==> src/rtl/fifo_pkg.sv <==
// Shared constants and types for the single-clock FIFO.
// The enum selects between the registered-read and first-word-fall-through read paths.
package fifo_pkg;
  localparam int DSIZE_DEF = 8;
  localparam int ASIZE_DEF = 4;

  typedef logic [ASIZE_DEF:0] count_t;

  typedef enum logic {
    MODE_STD  = 1'b0,
    MODE_FWFT = 1'b1
  } fifo_mode_e;

  function automatic int depth_of(input int asize);
    return 1 << asize;
  endfunction
endpackage

==> src/rtl/fifo_mem.sv <==
// Simple dual-port RAM for the FIFO: synchronous write port and a read port.
// The read port can be registered (standard reads) or combinational (feeds the FWFT head register).
module fifo_mem
  import fifo_pkg::*;
#(
  parameter int DSIZE   = DSIZE_DEF,
  parameter int ASIZE   = ASIZE_DEF,
  parameter bit SYNC_RD = 1'b1
) (
  input  logic             clk,
  input  logic             rst,
  input  logic             i_we,
  input  logic [ASIZE-1:0] i_waddr,
  input  logic [DSIZE-1:0] i_wdata,
  input  logic             i_re,
  input  logic [ASIZE-1:0] i_raddr,
  output logic [DSIZE-1:0] o_rdata
);
  localparam int DEPTH = depth_of(ASIZE);

  logic [DSIZE-1:0] r_mem [DEPTH];

  always_ff @(posedge clk) begin
    if (i_we) r_mem[i_waddr] <= i_wdata;
  end

  if (SYNC_RD) begin : g_sync_rd
    logic [DSIZE-1:0] r_rdata;

    always_ff @(posedge clk) begin
      if (rst)       r_rdata <= '0;
      else if (i_re) r_rdata <= r_mem[i_raddr];
    end

    assign o_rdata = r_rdata;
  end else begin : g_async_rd
    logic w_unused;

    assign w_unused = rst ^ i_re;
    assign o_rdata  = r_mem[i_raddr];
  end
endmodule

==> src/rtl/sync_fifo_ctl.sv <==
// Single-clock FIFO controller: pointers, occupancy count, registered status flags,
// sticky error flags and an optional first-word-fall-through head register.
module sync_fifo_ctl
  import fifo_pkg::*;
#(
  parameter int DSIZE      = DSIZE_DEF,
  parameter int ASIZE      = ASIZE_DEF,
  parameter int FWFT       = 0,
  parameter int AFULL_LVL  = (1 << ASIZE) - 2,
  parameter int AEMPTY_LVL = 2
) (
  input  logic             clk,
  input  logic             rst,
  input  logic             winc,
  input  logic [DSIZE-1:0] wdata,
  output logic             wfull,
  output logic             wafull,
  output logic             wovf,
  input  logic             rinc,
  output logic [DSIZE-1:0] rdata,
  output logic             rempty,
  output logic             raempty,
  output logic             rudf,
  output logic [ASIZE:0]   count,
  input  logic             clr_err
);
  localparam int DEPTH = depth_of(ASIZE);
  localparam fifo_mode_e MODE = (FWFT != 0) ? MODE_FWFT : MODE_STD;
  localparam logic [ASIZE:0]   C_DEPTH  = (ASIZE+1)'(DEPTH);
  localparam logic [ASIZE:0]   C_AFULL  = (ASIZE+1)'(AFULL_LVL);
  localparam logic [ASIZE:0]   C_AEMPTY = (ASIZE+1)'(AEMPTY_LVL);
  localparam logic [ASIZE:0]   C_ONE    = (ASIZE+1)'(1);
  localparam logic [ASIZE-1:0] C_PINC   = ASIZE'(1);

  logic [ASIZE-1:0] r_wptr;
  logic [ASIZE-1:0] r_rptr;
  logic [ASIZE:0]   r_count;
  logic [ASIZE:0]   w_count_nxt;
  logic             r_wfull;
  logic             r_wafull;
  logic             r_rempty;
  logic             r_raempty;
  logic             r_wovf;
  logic             r_rudf;
  logic             w_wr_acc;
  logic             w_rd_acc;
  logic             w_mem_re;
  logic [DSIZE-1:0] w_mem_rdata;

  // Acceptance looks only at registered flags, which gives the full/empty precedence for free.
  assign w_wr_acc = winc && !r_wfull && !rst;
  assign w_rd_acc = rinc && !r_rempty && !rst;

  always_comb begin
    w_count_nxt = r_count;
    if (w_wr_acc && !w_rd_acc)      w_count_nxt = r_count + C_ONE;
    else if (!w_wr_acc && w_rd_acc) w_count_nxt = r_count - C_ONE;
  end

  always_ff @(posedge clk) begin
    if (rst) begin
      r_wptr    <= '0;
      r_rptr    <= '0;
      r_count   <= '0;
      r_wfull   <= 1'b0;
      r_wafull  <= 1'b0;
      r_raempty <= 1'b1;
      r_wovf    <= 1'b0;
      r_rudf    <= 1'b0;
    end else begin
      if (w_wr_acc) r_wptr <= r_wptr + C_PINC;
      if (w_mem_re) r_rptr <= r_rptr + C_PINC;
      r_count   <= w_count_nxt;
      r_wfull   <= (w_count_nxt == C_DEPTH);
      r_wafull  <= (w_count_nxt >= C_AFULL);
      r_raempty <= (w_count_nxt <= C_AEMPTY);
      // A new error in the same cycle as clr_err keeps the flag set.
      r_wovf    <= (winc && r_wfull) || (r_wovf && !clr_err);
      r_rudf    <= (rinc && r_rempty) || (r_rudf && !clr_err);
    end
  end

  fifo_mem #(
    .DSIZE  (DSIZE),
    .ASIZE  (ASIZE),
    .SYNC_RD(MODE == MODE_STD)
  ) u_mem (
    .clk    (clk),
    .rst    (rst),
    .i_we   (w_wr_acc),
    .i_waddr(r_wptr),
    .i_wdata(wdata),
    .i_re   (w_mem_re),
    .i_raddr(r_rptr),
    .o_rdata(w_mem_rdata)
  );

  if (MODE == MODE_STD) begin : g_std
    assign w_mem_re = w_rd_acc;
    assign rdata    = w_mem_rdata;

    always_ff @(posedge clk) begin
      if (rst) r_rempty <= 1'b1;
      else     r_rempty <= (w_count_nxt == '0);
    end
  end else begin : g_fwft
    logic [DSIZE-1:0] r_odata;
    logic             w_mem_empty;

    // count includes the head word, so memory is empty when count equals head-valid.
    assign w_mem_empty = (r_count == {{ASIZE{1'b0}}, !r_rempty});
    assign w_mem_re    = !rst && !w_mem_empty && (r_rempty || w_rd_acc);
    assign rdata       = r_odata;

    // r_rempty doubles as the inverted head-valid bit.
    always_ff @(posedge clk) begin
      if (rst) begin
        r_odata  <= '0;
        r_rempty <= 1'b1;
      end else if (w_mem_re) begin
        r_odata  <= w_mem_rdata;
        r_rempty <= 1'b0;
      end else if (w_rd_acc) begin
        r_rempty <= 1'b1;
      end
    end
  end

  assign wfull   = r_wfull;
  assign wafull  = r_wafull;
  assign wovf    = r_wovf;
  assign rempty  = r_rempty;
  assign raempty = r_raempty;
  assign rudf    = r_rudf;
  assign count   = r_count;

  a_not_full_and_empty: assert property (@(posedge clk) disable iff (rst) !(r_wfull && r_rempty));
  a_count_in_range:     assert property (@(posedge clk) disable iff (rst) r_count <= C_DEPTH);
endmodule

==> config.mk <==
export PLATFORM = sky130hd
export DESIGN_NAME = sync_fifo_ctl
export DESIGN_NICKNAME = d
export VERILOG_FILES = /design/src/rtl/fifo_pkg.sv /design/src/rtl/fifo_mem.sv /design/src/rtl/sync_fifo_ctl.sv
export SDC_FILE = /design/constraint.sdc
export NUM_CORES = 1
export LEC_CHECK = 0
export CAP_MARGIN = 30
export CORE_MARGIN = 4
export CORE_UTILIZATION = 45
export CTS_BUF_LIST = sky130_fd_sc_hd__clkbuf_4
export DETAILED_ROUTE_END_ITERATION = 10
export PLACE_DENSITY = 0.7
export SYNTH_ARGS = -nofsm -noshare
export SYNTH_HDL_FRONTEND = slang
export SYNTH_SLANG_ARGS = --single-unit
==> constraint.sdc <==
create_clock -name clk -period 2.1 [get_ports clk]
set_clock_uncertainty 0.15 [all_clocks]
set_input_delay 0.315 -clock clk [delete_from_list [all_inputs] [get_ports clk]]
set_output_delay 0.315 -clock clk [all_outputs]
set_load 0.1 [all_outputs]
==> run summary, run 1 <==
STA classifies the critical path endpoint as a register. The area of the placeable core is 0.0133 sq mm. The required time of the critical path came out at 2380 ps. Row generation in the floorplan step produced 42 rows.

The register bit count reported by yosys came out at 155. After routing, the total negative slack on setup checks comes to 0 ps. The register-to-register setup slack is ~93 ps.

Buffers inserted during clock tree synthesis total 17. The class of the tightest hold or removal check is in -> reg. The area growth from synthesis to layout is 16.3%. The clock sink total came out at 155.

The number of I/O pins is 32. The number of hold-slack violations in the final timing report came to 0. The root buffer cell chosen for the clock tree is sky130_fd_sc_hd__clkbuf_4. The endpoint identified for the worst register-to-register timing path is u_mem.o_rdata[4]. The congestion estimate from routability-driven global placement came to between 0.8 and 0.9. The slew at the pin with the worst max-slew slack is 618 ps.

The count of nets after finishing is around 450. The design internal power came out at 0.00433 W. The vertical die dimension came out at roughly 120 um.

The worst-case IR drop observed on VDD is between 0.5 and 0.6 mV. The final total power is 0.00596 W. The total nets after synthesis came out at 383. The number of vias per cell is 5.55.

Once placement finished, the instance area stood at 0.00685 sq mm. The top layer reached by signal wires is met4. In the layout the commonest cells are sky130_fd_sc_hd__edfxtp_1 (128), sky130_fd_sc_hd__buf_4 (51), sky130_fd_sc_hd__nor2_1 (36), sky130_fd_sc_hd__mux4_2 (32), sky130_fd_sc_hd__a21oi_1 (23). The critical path is of the reg -> reg type. The worst setup slack before clock tree synthesis came out at -209 ps. The slowest stage cell on the critical path is sky130_fd_sc_hd__mux4_2.

The number of different library cells in the post-synthesis netlist is 41. The global routing usage summed across all routing layers is 0.162. Each instance of the synthesized netlist takes up on average 16.9 sq um. The share of power burned in combinational logic is 0.147.

Port buffering added 31 buffers. For the finished layout, the period the worst path requires is 2010 ps. The post-synthesis cell count is approximately 360. In the finished design, the share of the clock period the worst path needs comes to 0.955. The final count of negative-setup-slack endpoints came out at 0. The via count of the first global-routing pass came out at 3,480. The data arrival at the endpoint of the critical path is 2290 ps. Yosys attributes the largest share of cell area to sky130_fd_sc_hd__edfxtp_1 (63%), sky130_fd_sc_hd__mux4_2 (12%), sky130_fd_sc_hd__dfxtp_1 (8.8%). The most frequent standard cell in the layout excluding fill and tap cells is sky130_fd_sc_hd__edfxtp_1. The tightest slew margin relative to the limit came out at 0.587. The routed wire length per instance is 19.8 um. The count of max-cap constraint violations came out at 0. The first global-routing pass estimated 19,300 um of wire.

The total die area came out at 0.0156 sq mm. The remaining global-route overflow is 0. The number of antenna violations at the first check in global routing is 1.

Once detail routing completed, the nets flagged for antenna violations numbered 0. Detailed placement finished with a half-perimeter wire length of 7720 um. The startpoint identified for the worst register-to-register timing path is r_rptr[0].

The largest net degree at the start of global routing is 36. The fraction of final layout cells with drive strength greater than 1 is 0.306. Of the total power, the clock network draws 0.277. The timing startpoint of the critical path is r_rptr[0].

The maximum fanout encountered on the critical timing path is 12. The DRC violation total after the first TritonRoute iteration is 246. In this run the horizontal extent of the chip is around 120 um. The stage delay of the slowest cell on the critical path came out at ~510 ps. For this configuration, the core starts out at a cell density of 0.462. The reported net switching power came out at 0.00163 W. Setup repair after global routing left no endpoint under its margin. The detailed-route DRC error count came out at 0. The number of synthesis warnings came out at 0. The detailed-route wire length is 12,200 um. Once the clock tree was built, the setup fixing pass inserted 0 buffers. The switching power as a share of total power is 0.274. The critical path goes through buf_12, mux4_2, a22oi_1, a21oi_1, a21oi_1, nor2_1. The met2 layer wire length in the routed design is 6350 um.

The final hold slack came out at 297 ps. The number of cells upsized or downsized after cts came out at 0. The sequential cell area fraction in the yosys report is 0.713. The worst path setup slack after routing came out at ~93 ps. The CTS H-tree depth is 4. The power density of the placed cells is 834 mW/mm^2. The first-pass iteration count of the detailed router came out at 5. After routing the design area is approximately 0.0071 sq mm. The number of cells on the worst reg-to-reg path is 6.

The most critical setup path has its endpoint at u_mem.o_rdata[4]. The count of pins over their slew limit is 0. Buffers inserted to repair hold after CTS numbered 0.

After detailed routing, the wire length on met1 is 4950 um. The timing-limited maximum frequency is ~500 MHz. The static leakage came out at around 2.4 nW. Of the total power, registers draw 0.576. The category of the worst setup path launch point is a register. The latest clock arrival within the worst-skew pair is 530 ps. The flow ran to the end, and the final reports show no timing, DRC or antenna violations. Among the stages of the critical path, the cell type that occurs most often is sky130_fd_sc_hd__a21oi_1. The maximum clock insertion buffer count came out at 2. TritonCTS built the clock tree. The via count is 3,432. The post-synthesis cell area came out at 0.00615 sq mm. The met3 routed wirelength is 798 um. The synthesized design spends more area on one cell type than any other, namely sky130_fd_sc_hd__edfxtp_1.

The clock input transition at the sequential cells of the worst setup and hold paths is 130 ps. The share of synthesized area in the top cell type comes to 0.625.
-- power groups by stage --
stage               combinational [W]  sequential (W)  clock, W
floorplan                    0.000391         0.00373         0
global placement             0.000845         0.00350         0
detailed placement           0.000860         0.00350         0
CTS                          0.000863         0.00343   0.00169
global route                 0.000937         0.00344   0.00183
finish                       0.000875         0.00344   0.00165
-- metrics by stage --
stage,util,std cells
5_1_grt,0.538,618
4_1_cts,0.535,616
6_report,0.538,618
3_3_place_gp,0.515,584
3_5_place_dp,0.515,584
2_1_floorplan,-,363
-- synthesized netlist by cell type (all sizes together) --
cell type  instances
edfxtp           128
nor2              38
mux4              32
dfxtp             27
a21oi             23
a22oi             18
nand2             16
buf               11
clkbuf            10
ha                 7
inv                7
nor3               7
xor2               6
xnor2              5
nand2b             4
nor2b              4
a32oi              2
nand4              2
a211oi             1
a2bb2oi            1
a31oi              1
a32o               1
a41o               1
and2               1
and2b              1
and4               1
mux2i              1
nand3              1
nor3b              1
nor4               1
o21ai              1
o32a               1
o41ai              1
or2                1
-- cell families (layout without fill, tap and decap cells) --
| group | count (synthesis) | after routing | share of synthesized area |
|---|---|---|---|
| AOI/OAI and AO/OA | 51 | 51 | 0.0568 |
| other | 0 | 1 | 0 |
| buffers and inverters | 28 | 106 | 0.0224 |
| muxes | 33 | 33 | 0.119 |
| DFF | 155 | 155 | 0.713 |
| and+or+nand+nor | 78 | 78 | 0.0586 |
| xor gates and xnor gates | 11 | 11 | 0.0157 |
| adders and majority gates | 7 | 7 | 0.0143 |
-- sequential cells by signal, indices dropped and copies added, names as in the netlist --
| register | flops |
|---|---|
| wfull | 1 |
| rempty | 1 |
| rudf | 1 |
| wafull | 1 |
| u_mem.o_rdata | 8 |
| r_rptr | 4 |
| raempty | 1 |
| wovf | 1 |
| u_mem.r_mem | 128 |
| count | 5 |
| r_wptr | 4 |
-- critical path, delay by kind of cell, from the launching register on --
| kind | cells | cell delay, ps |
|---|---|---|
| AO/OA/AOI/OAI | 3 | 600 |
| multiplexers | 1 | 510 |
| flip-flops | 1 | 420 |
| buffers and inverters | 1 | 170 |
| AND/OR/NAND/NOR | 1 | 60 |
-- per-layer routing --
layer,global-route usage,up-vias
met2,0.273,137
met4,0.0459,0
met1,0.211,1740
li1,-,1541
met3,0.0386,14
met5,0,-
-- worst min path at each step --
stage / slack [ps] / cells past startpoint / from / to
final: 300 / 4 / clr_err / rudf
after floorplan: 260 / 0 / wdata[0] / u_mem.r_mem[0][0]
after global placement: 330 / 2 / u_mem.o_rdata[7] / u_mem.o_rdata[7]
after global routing: 280 / 4 / clr_err / rudf
after CTS: 260 / 4 / clr_err / rudf
after detailed placement: 330 / 2 / u_mem.o_rdata[2] / u_mem.o_rdata[2]
-- cell type report --
class                      instances  area (sq um)
fill                            1045          6150
timing repair buffer              67           588
sequential                       155          4400
clock buffer                      19           143
tap                              176           220
clock inverter                    13           118
antenna                            1          2.50
multi-input combinational        180          1650
inverter                           7          26.3
No activity file was read; power rests on OpenSTA's default activity.
==> run 2, diff against run 1 <==
--- a/config.mk
+++ b/config.mk
@@ -9,8 +9,11 @@
 export CORE_MARGIN = 4
 export CORE_UTILIZATION = 45
 export CTS_BUF_LIST = sky130_fd_sc_hd__clkbuf_4
+export CTS_CLUSTER_DIAMETER = 150
 export DETAILED_ROUTE_END_ITERATION = 10
+export GPL_TIMING_DRIVEN = 0
 export PLACE_DENSITY = 0.7
 export SYNTH_ARGS = -nofsm -noshare
 export SYNTH_HDL_FRONTEND = slang
+export SYNTH_HIERARCHICAL = 1
 export SYNTH_SLANG_ARGS = --single-unit
==> run 2 against run 1 <==
- clock-buffer cell count down 1
- clock power barely moved
- combinational power up 28%
- die area increased by 2.2%
- cell area is 2.5% higher
- critical endpoint is now u_mem/r_mem[6][4]
==> run summary, run 2 <==
The power density of the placed cells is 857 mW/mm^2 (was 834 mW/mm^2). The CTS buffer count is 17 (unchanged). The category of the worst setup path launch point is a register (unchanged). The first-pass iteration count of the detailed router was 5 (unchanged).

The tightest slew margin relative to the limit came out at 0.468 (was 0.587). The total nets after synthesis came out at 439 (was 383). The number of synthesis warnings is 6 (was 0). The antenna violation net count after detailed routing came to 0 (unchanged). Commonest cells in the netlist: sky130_fd_sc_hd__edfxtp_1 (128), sky130_fd_sc_hd__mux2i_1 (64), sky130_fd_sc_hd__nand3_1 (28), sky130_fd_sc_hd__nor2_1 (28) (was sky130_fd_sc_hd__edfxtp_1 (128), sky130_fd_sc_hd__nor2_1 (36), sky130_fd_sc_hd__mux4_2 (32), sky130_fd_sc_hd__dfxtp_1 (27), sky130_fd_sc_hd__a21oi_1 (23)).

The CTS H-tree depth came out at 4 (unchanged). The critical hold path startpoint was clr_err (unchanged). The initial cell density of the core was 0.468 (was 0.462).

The register bit count reported by yosys is 155 (unchanged). The data arrival at the endpoint of the critical path came to 2100 ps (was 2290 ps). The fraction of final layout cells with drive strength greater than 1 is 0.215 (was 0.306).

The HPWL after detailed placement came out at 8450 um (was 7720 um). The number of diodes is 0 (was 1). The endpoint kind of the worst setup timing path is a register (unchanged). The register-to-register setup slack came out at 20 ps (was 90 ps). The maximum fanout encountered on the critical timing path came out at 8 (was 12).

The cell area after layout was 0.00733 sq mm (was 0.00715 sq mm). Unrepaired setup endpoints after global routing: true (was false). The row count came out at 42 (unchanged). Run status: complete, no violations (unchanged). The DRC violation total after the first TritonRoute iteration came out at 253 (was 246).

The post-route clock period utilization is 0.991 (was 0.955). The share of Yosys cell area claimed by the top area cell type is 0.611 (was 0.625). The maximum ir drop on the vdd rail was 0.941 mV (was 0.546 mV).

Most frequent cells in the layout: sky130_fd_sc_hd__edfxtp_1 (128), sky130_fd_sc_hd__mux2i_1 (64), sky130_fd_sc_hd__nand3_1 (28), sky130_fd_sc_hd__nand2_1 (27), sky130_fd_sc_hd__a22oi_1 (26) (was sky130_fd_sc_hd__edfxtp_1 (128), sky130_fd_sc_hd__buf_4 (51), sky130_fd_sc_hd__nor2_1 (36), sky130_fd_sc_hd__mux4_2 (32), sky130_fd_sc_hd__a21oi_1 (23)). The maximum clock insertion buffer count came to 2 (unchanged). The worst setup slack before clock tree synthesis is -967 ps (was -209 ps). The count of max-cap constraint violations was 0 (unchanged). The total die area is 0.0159 sq mm (was 0.0156 sq mm). The post-synthesis cell area came out at 0.00629 sq mm (was 0.00615 sq mm).

The end point of the most critical hold path was rudf (unchanged). The most frequent standard cell in the layout excluding fill and tap cells is sky130_fd_sc_hd__edfxtp_1 (unchanged). The number of hold-slack violations in the final timing report is 0 (unchanged).

The most instantiated library cell after synthesis was sky130_fd_sc_hd__edfxtp_1 (unchanged). The number of vias per cell came out at 5.49 (was 5.55). The detailed-route DRC error count came to 0 (unchanged). The number of I/O pins came out at 32 (unchanged). The static leakage came out at 2.30 nW (was 2.40 nW). The count of nets after finishing is 492 (was 448).

The count of pins over their slew limit came to 0 (unchanged). The sequential cell area fraction in the yosys report came out at 0.697 (was 0.713). The predominant post-synthesis flop cell was sky130_fd_sc_hd__edfxtp_1 (unchanged). The type of the setup path with the least slack is reg -> reg (unchanged).

The final hold slack is 274 ps (was 297 ps). The die outline width came out at 126 um (was 125 um). The worst path setup slack after routing came to 19.2 ps (was 93.5 ps). The proportion of register bits with asynchronous set or reset after synthesis came to 0 (unchanged).

The final weighted congestion of routability-driven global placement came out at 0.826 (was 0.825). The placed standard-cell area came to 0.00688 sq mm (was 0.00685 sq mm). The post-layout minimum cycle time came out at 2080 ps (was 2010 ps). The detailed-route wire length came out at 12,800 um (was 12,200 um). Dominant cells by area after synthesis: sky130_fd_sc_hd__edfxtp_1 (61%), sky130_fd_sc_hd__mux2i_1 (10%), sky130_fd_sc_hd__dfxtp_1 (8.6%) (was sky130_fd_sc_hd__edfxtp_1 (63%), sky130_fd_sc_hd__mux4_2 (12%), sky130_fd_sc_hd__dfxtp_1 (8.8%)).

The end of the worst register-to-register path is u_mem/r_mem[6][4] (was u_mem.o_rdata[4]). The clock input transition at the sequential cells of the worst setup and hold paths came to 120 ps (was 130 ps). The wire length of the first global-routing pass came out at 19,500 um (was 19,300 um).

The depth of the most critical reg-to-reg path came out at 5 (was 6). The via count was 3,644 (was 3,432). The number of different library cells in the post-synthesis netlist came out at 41 (unchanged). The startpoint of the worst register-to-register path is wfull (was r_rptr[0]). The via count of the first global-routing pass was 3,640 (was 3,480). The global routing usage summed across all routing layers was 0.164 (was 0.162). The vertical die dimension came out at 126 um (was 125 um).

The number of enable-type register cells in the synthesized netlist came out at 128 (unchanged). The remaining global-route overflow is 0 (unchanged). The synthesis-to-layout area growth came out at 16.5% (was 16.3%). The slew at the pin with the worst max-slew slack is 794 ps (was 618 ps).

The depth of the worst hold-timing path came out at 4 (unchanged). The routed wire length per instance was 19.3 um (was 19.8 um). The class of the tightest hold or removal check is in -> reg (unchanged). The average cell area after synthesis came out at 14.9 sq um (was 16.9 sq um). The clock sink total came to 155 (unchanged). The number of buffer cells added on primary ports is 31 (unchanged). The post-synthesis cell count is 422 (was 363). The final count of negative-setup-slack endpoints came to 0 (unchanged).

The area of the placeable core came out at 0.0135 sq mm (was 0.0133 sq mm). The master cell of the clock root buffer was sky130_fd_sc_hd__clkbuf_4 (unchanged). The required time of the critical path came out at 2120 ps (was 2380 ps).

The top cell type by total area after synthesis was sky130_fd_sc_hd__edfxtp_1 (unchanged). The register containing the most flip-flops in the final layout is u_mem/r_mem (was u_mem.r_mem). The clock tree from TritonCTS is yes (unchanged).

The number of antenna violations at the first check in global routing was 0 (was 1). The count of hold-fix buffers inserted at cts came out at 0 (unchanged). The largest net degree at the start of global routing is 20 (was 36). The timing-limited maximum frequency was 481 MHz (was 498 MHz).

The latest clock arrival within the worst-skew pair came out at 520 ps (was 530 ps). The number of flip-flops in the largest register is 128 (unchanged).
[run 2: worst max-delay path, stage by stage, from the launching register on]
cell	delay (ps)
sky130_fd_sc_hd__dfxtp_4	370
sky130_fd_sc_hd__nand2b_1	150
sky130_fd_sc_hd__buf_6	140
sky130_fd_sc_hd__nor2_4	110
sky130_fd_sc_hd__nand3b_1	270
sky130_fd_sc_hd__nor2_2	520
[run 2: kinds of logic (layout without fill, tap and decap cells)]
group | Yosys count | after routing | synth area share
xor+xnor | 9 | 9 | 0.0137
simple gates | 115 | 115 | 0.0901
buf+inv | 25 | 91 | 0.0328
mux | 64 | 64 | 0.102
compound gates | 50 | 50 | 0.0565
flops | 155 | 155 | 0.697
fa+ha+maj | 4 | 4 | 0.00796
[run 2: how the worst max path moves through the flow]
stage,from,end,slack (ps),depth (start not counted)
detailed placement,rst,u_mem/r_mem[10][1],-970,6
global route,wfull,u_mem/r_mem[6][4],-50,5
CTS,wfull,u_mem/r_mem[10][4],6,5
floorplan,wfull,u_mem/r_mem[0][0],5,5
finish,wfull,u_mem/r_mem[6][4],20,5
global placement,rst,u_mem/r_mem[14][2],-840,6
[run 2: repair_timing]
action                                  4_1_cts  5_1_grt
gates resized for setup                      75        6
buffers inserted                              3        1
cloned                                        0        0
endpoints found under the setup margin      155       54
pin swaps                                     3        0
[run 2: per-layer routing]
layer / track usage / wire (um) / up-vias
li1: - / - / 1714
met3: 0.0470 / 846 / 14
met4: 0.0574 / 228 / 0
met2: 0.268 / 6310 / 116
met5: 0 / 0 / -
met1: 0.211 / 5400 / 1800
[run 2: where the power goes]
group	switching (W)	internal [W]
logic	0.000804	0.000316
clock network	0.00103	0.000603
registers	0.0000966	0.00342
total	0.00193	0.00434
[run 2: through the flow]
step	util	TNS, ps	power [W]	instances
after global placement	0.511	-104430	0.00465	629
after global routing	0.545	-926	0.00657	664
final	0.545	0	0.00628	664
after detailed placement	0.511	-115240	0.00468	629
after CTS	0.542	0	0.00631	663
after floorplan	-	0	0.00437	422
[run 2: layout make-up]
| cell class | count | area (sq um) |
|---|---|---|
| clock buffer | 18 | 135 |
| fill | 1097 | 6120 |
| multi-input combinational | 242 | 1830 |
| clock inverter | 14 | 120 |
| inverter | 6 | 22.5 |
| buffer | 18 | 184 |
| timing repair buffer | 35 | 413 |
| tap | 176 | 220 |
| sequential | 155 | 4400 |
